**src/rtl/jtag_tap_ctrl.sv**
```systemverilog
// jtag_tap_ctrl: IEEE 1149.1-style TAP controller clocked by TCK (clk).
// Holds the 16-state TAP FSM, the 4-bit instruction shift/update register
// pair, the 1-bit bypass register and the TDO output mux.
// Optional feature macro: JTAG_IDCODE_EN adds a 32-bit IDCODE data register
// selected by opcode 1111, and forces the reset instruction to 1111.
module jtag_tap_ctrl #(
   parameter int              IR_W       = 4,
   parameter logic [IR_W-1:0] IR_RST     = 4'b0000,
   parameter logic [31:0]     IDCODE_VAL = 32'h1000_0001
) (
   input  logic            clk,
   input  logic            rst,
   input  logic            tms,
   input  logic            tdi,
   input  logic            dr_tdo,
   input  logic            dr_ext_sel,
   output logic            tdo,
   output logic            tdo_en,
   output logic [IR_W-1:0] ir_out,
   output logic [3:0]      tap_state,
   output logic            tlr,
   output logic            capture_dr,
   output logic            shift_dr,
   output logic            update_dr,
   output logic            shift_ir
);

   typedef enum logic [3:0] {
      TLR   = 4'hF,
      RTI   = 4'hC,
      SELDR = 4'h7,
      CAPDR = 4'h6,
      SHDR  = 4'h2,
      EX1DR = 4'h1,
      PADR  = 4'h3,
      EX2DR = 4'h0,
      UPDR  = 4'h5,
      SELIR = 4'h4,
      CAPIR = 4'hE,
      SHIR  = 4'hA,
      EX1IR = 4'h9,
      PAIR  = 4'hB,
      EX2IR = 4'h8,
      UPIR  = 4'hD
   } state_t;

   localparam logic [IR_W-1:0] IDCODE_OP = {IR_W{1'b1}};

`ifdef JTAG_IDCODE_EN
   // With IDCODE present the device must come out of reset selecting it.
   localparam logic [IR_W-1:0] IR_RST_EFF = {IR_W{1'b1}};
   logic unused_ir_rst;
   assign unused_ir_rst = ^IR_RST;
`else
   localparam logic [IR_W-1:0] IR_RST_EFF = IR_RST;
   logic unused_idcode;
   assign unused_idcode = ^IDCODE_VAL;
`endif

   state_t            state;
   logic [IR_W-1:0]   ir_sr;
   logic [IR_W-1:0]   ir_reg;
   logic              byp;
   logic              id_sel;
   logic              id_bit;

   // TAP state machine: walks the 1149.1 graph on tms, reset wins over tms.
   always_ff @(posedge clk) begin
      if (rst) begin
         state <= TLR;
      end else begin
         case (state)
            TLR:   state <= tms ? TLR   : RTI;
            RTI:   state <= tms ? SELDR : RTI;
            SELDR: state <= tms ? SELIR : CAPDR;
            CAPDR: state <= tms ? EX1DR : SHDR;
            SHDR:  state <= tms ? EX1DR : SHDR;
            EX1DR: state <= tms ? UPDR  : PADR;
            PADR:  state <= tms ? EX2DR : PADR;
            EX2DR: state <= tms ? UPDR  : SHDR;
            UPDR:  state <= tms ? SELDR : RTI;
            SELIR: state <= tms ? TLR   : CAPIR;
            CAPIR: state <= tms ? EX1IR : SHIR;
            SHIR:  state <= tms ? EX1IR : SHIR;
            EX1IR: state <= tms ? UPIR  : PAIR;
            PAIR:  state <= tms ? EX2IR : PAIR;
            EX2IR: state <= tms ? UPIR  : SHIR;
            UPIR:  state <= tms ? SELDR : RTI;
            default: state <= state;
         endcase
      end
   end

   // Instruction shift register: capture the 01 pattern, shift LSB first.
   always_ff @(posedge clk) begin
      if (rst) begin
         ir_sr <= '0;
      end else if (state == CAPIR) begin
         ir_sr <= {{(IR_W-2){1'b0}}, 2'b01};
      end else if (state == SHIR) begin
         ir_sr <= {tdi, ir_sr[IR_W-1:1]};
      end
   end

   // Instruction update register: only changes in UPIR, TLR or reset.
   always_ff @(posedge clk) begin
      if (rst) begin
         ir_reg <= IR_RST_EFF;
      end else if (state == TLR) begin
         ir_reg <= IR_RST_EFF;
      end else if (state == UPIR) begin
         ir_reg <= ir_sr;
      end
   end

   // Bypass register: cleared on capture, one-cycle tdi delay while shifting.
   always_ff @(posedge clk) begin
      if (rst) begin
         byp <= 1'b0;
      end else if (state == CAPDR) begin
         byp <= 1'b0;
      end else if (state == SHDR) begin
         byp <= tdi;
      end
   end

`ifdef JTAG_IDCODE_EN
   logic [31:0] id_sr;

   // IDCODE register: loads the device ID on capture, shifts right from tdi.
   always_ff @(posedge clk) begin
      if (rst) begin
         id_sr <= '0;
      end else if (ir_reg == IDCODE_OP) begin
         if (state == CAPDR) begin
            id_sr <= IDCODE_VAL;
         end else if (state == SHDR) begin
            id_sr <= {tdi, id_sr[31:1]};
         end
      end
   end

   assign id_sel = (ir_reg == IDCODE_OP);
   assign id_bit = id_sr[0];
`else
   assign id_sel = 1'b0;
   assign id_bit = 1'b0;
`endif

   // TDO mux: IR in SHIR, otherwise the selected DR in SHDR, else driven low.
   always_comb begin
      tdo = 1'b0;
      if (state == SHIR) begin
         tdo = ir_sr[0];
      end else if (state == SHDR) begin
         if (id_sel) begin
            tdo = id_bit;
         end else if (dr_ext_sel) begin
            tdo = dr_tdo;
         end else begin
            tdo = byp;
         end
      end
   end

   assign tdo_en     = (state == SHDR) || (state == SHIR);
   assign ir_out     = ir_reg;
   assign tap_state  = state;
   assign tlr        = (state == TLR);
   assign capture_dr = (state == CAPDR);
   assign shift_dr   = (state == SHDR);
   assign update_dr  = (state == UPDR);
   assign shift_ir   = (state == SHIR);

endmodule

```
**config.mk**
```make
export PLATFORM = sky130hd
export DESIGN_NAME = jtag_tap_ctrl
export DESIGN_NICKNAME = d
export VERILOG_FILES = /design/src/rtl/jtag_tap_ctrl.sv
export SDC_FILE = /design/constraint.sdc
export NUM_CORES = 1
export LEC_CHECK = 0
export CAP_MARGIN = 10
export CORE_MARGIN = 2
export CORE_UTILIZATION = 40
export DETAILED_ROUTE_END_ITERATION = 8
export GPL_TIMING_DRIVEN = 0
export PLACE_DENSITY_LB_ADDON = 0.12
export REMOVE_ABC_BUFFERS = 1
export SLEW_MARGIN = 20
export SYNTH_ARGS = -nofsm -noshare
export SYNTH_HDL_FRONTEND = slang
export SYNTH_SLANG_ARGS = --single-unit
```
**constraint.sdc**
```tcl
create_clock -name clk -period 1.36 [get_ports clk]
set_clock_uncertainty 0.05 [all_clocks]
set_input_delay 0.272 -clock clk [delete_from_list [all_inputs] [get_ports clk]]
set_output_delay 0.272 -clock clk [all_outputs]
set_load 0.005 [all_outputs]
```
==> flow_summary.yaml <==
synthesis:
  synth_edf_count: 0
  yosysWarnings: 0
  yosys-top-cells-area: "dfxtp_1 38%, nand3b_1 8.9%, a21oi_1 8.1%"
  ys.flop_type: "dfxtp_1"
  yosysTopAreaCell: "dfxtp_1"
  synth_most_common_cell: "dfxtp_1"
  syn_area_per_cell_um2: 8.46
  syn_area_um2: 677
  synth_common_cells: "13 x dfxtp_1, 11 x a21oi_1, 11 x nand2_1"
  synth.distinct_cells: 26
  ys_ff_latch: 13
  async_reset_ff_share_pct: 0
  synth_top_area_share_pct: 38.4
  ys_seq_area_share_pct: 38.4
  synthCells: 80
flow_run:
  max_cap_violations: 0
clocking:
  hold_buffers: 0
  cts.sinks: 13
  htree_levels: 1
  cts_buffers: 3
  tritoncts: "done"
  clock_latency_ns: 0.29
  cts_root_buf: "clkbuf_4"
  clockBufferDepth: 2
  clk_pin_slew_ns: 0.08
finish:
  seqCellArea_um2: 275
  antenna_cells: 0
  areaGrowthSynthToFinish_pct: 68.9
  drive_above_1_share_pct: 45.5
  multi_input_area_um2: 423
  fillers: 112
  fin_nets: 130
  post-route-util_pct: 74.2
setup_path:
  r2r-start: "tap_state[0]"
  worstRegToRegCells: 5
  crit_chain: "nand2b_4 > buf_6 > nor3b_2 > buf_2"
  cp_slowest_cell: "dfxtp_4"
  endpoint_kind: "output port"
  crit_arrival_ns: 1.20
  required_ns: 1.04
  crit_type: "reg2out"
  startpoint_type: "register"
  reg2reg_slack_ns: -0.12
  cp_max_fo: 4
  r2r-end: "byp"
  max_stage_delay_ns: 0.37
floorplanning:
  ios: 21
  dieArea_um2: 2040
  coreArea_um2: 1540
  initial_core_util_pct: 43.9
  die_h_um: 45.1
  rows: 14
  chipWidth_um: 45.1
drt:
  antenna_left: 0
  drt_pass1_iterations: 4
  drt-initial-drc-count: 15
  vias_per_cell: 5.53
  wl_per_cell_um: 15.8
  via_count: 768
  finalWirelength_um: 2190
  drc: 0
hold_path:
  hold_class: "reg2reg"
  holdPathEnd: "ir_out[0]"
  min_from: "ir_out[0]"
  whs_path_depth: 2
placed_design:
  hpwl_um: 909
  port_buffers: 20
  place_congestion: 0.783
timing:
  setup_ws_ns: -0.159
  fmax_mhz: 658
  fin_crit_ns: 1.52
  grt_setup_unrepaired: "true"
  post-route-period-util_pct: 112
  worst_slew_pin_slew_ns: 0.501
  drv_slew: 0
  hold_viol_final: 0
  finalSetupViolations: 8
  max_slew_margin_pct: 66.5
global_route:
  grt_pass1_wl_um: 3090
  track_usage_pct: 21.3
  grt_max_degree: 14
  antenna_found_initial: 0
  grt_pass1_vias: 635
  grt-ovfl-total: 0
power:
  vdd_drop_max_mv: 0.588
  power.density_nw_per_um2: 986
  p_leak_nw: 0.504
  total_power_w: 0.00113
status:
  status: "finished with violations"
  violations: "negative setup slack"
-- worst max path at each step --
| stage | slack, ns | start | endpoint | cells past startpoint |
|---|---|---|---|---|
| after floorplan | -0.03 | tap_state[1] | tap_state[1] | 3 |
| after global placement | -0.55 | dr_ext_sel | tdo | 5 |
| after detailed placement | -0.56 | dr_ext_sel | tdo | 5 |
| after CTS | -0.14 | tap_state[0] | capture_dr | 4 |
| after global routing | -0.22 | tap_state[2] | update_dr | 5 |
| final | -0.16 | tap_state[0] | capture_dr | 4 |
-- metal layers --
metal	vias to the layer above	part of all wire (%)	wire, µm	track usage (%)
li1	367	-	-	-
met1	375	43	938	27.9
met2	22	50	1110	34.3
met3	4	5.2	113	4.00
met4	0	1.5	33	8.82
met5	-	0	0	0
-- repair_timing --
action,CTS,global route
setup buffers,22,5
endpoints found under the setup margin,17,17
pin swaps,6,4
gates resized for setup,70,15
-- metrics by stage --
stage / cells / cell area (µm²) / hold WS [ns] / setup TNS [ns] / worst slack, ns
CTS: 135 / 1070 / 0.402 / -0.803 / -0.138
finish: 139 / 1140 / 0.400 / -0.934 / -0.159
floorplan: 74 / 627 / 0.291 / -0.0257 / -0.0257
global placement: 110 / 847 / 0.391 / -4.33 / -0.547
detailed placement: 110 / 847 / 0.393 / -4.25 / -0.556
global route: 139 / 1140 / 0.416 / -1.42 / -0.219
-- kinds of logic (layout without fill, tap and decap cells) --
kind of cell	after synthesis	in the layout	synth area share, %
compound gates	17	17	14.0
simple gates	43	43	38.6
buf+inv	6	49	7.39
flops	13	13	38.4
mux	1	1	1.48
-- worst max-delay path, delay by kind of cell, from the launching register on --
kind          cells  cell delay [ns]
flops             1             0.37
simple gates      2             0.28
buf+inv           2             0.25
-- report_power, final --
part | leakage [nW] | switching [W] | total [W] | internal [W]
Sequential | 0.106 | 0.0000283 | 0.000432 | 0.000403
Clock | 0.0150 | 0.000141 | 0.000255 | 0.000114
Combinational | 0.383 | 0.000184 | 0.000441 | 0.000257
-- area by class of cell --
class	instances	share of cell area [%]
Sequential cell	13	24.1
Clock buffer	4	2.30
Tap cell	16	1.75
Timing Repair Buffer	45	34.9
Multi-Input combinational cell	61	37.0
-- registers in the layout, summed over array words and instances (netlist names) --
| register | cells |
|---|---|
| ir_out | 4 |
| ir_sr | 4 |
| tap_state | 4 |
| byp | 1 |
-- cells in the final DEF (no fill, tap or decap), types with 4 or more instances in the layout --
cell type / instances
nand3b_1: 8
buf_6: 17
dlygate4sd2_1: 6
buf_4: 10
nand2_1: 9
dfxtp_4: 4
buf_2: 6
dfxtp_1: 9
a21oi_1: 11
Note: power is estimated with default switching activity, not from simulation.
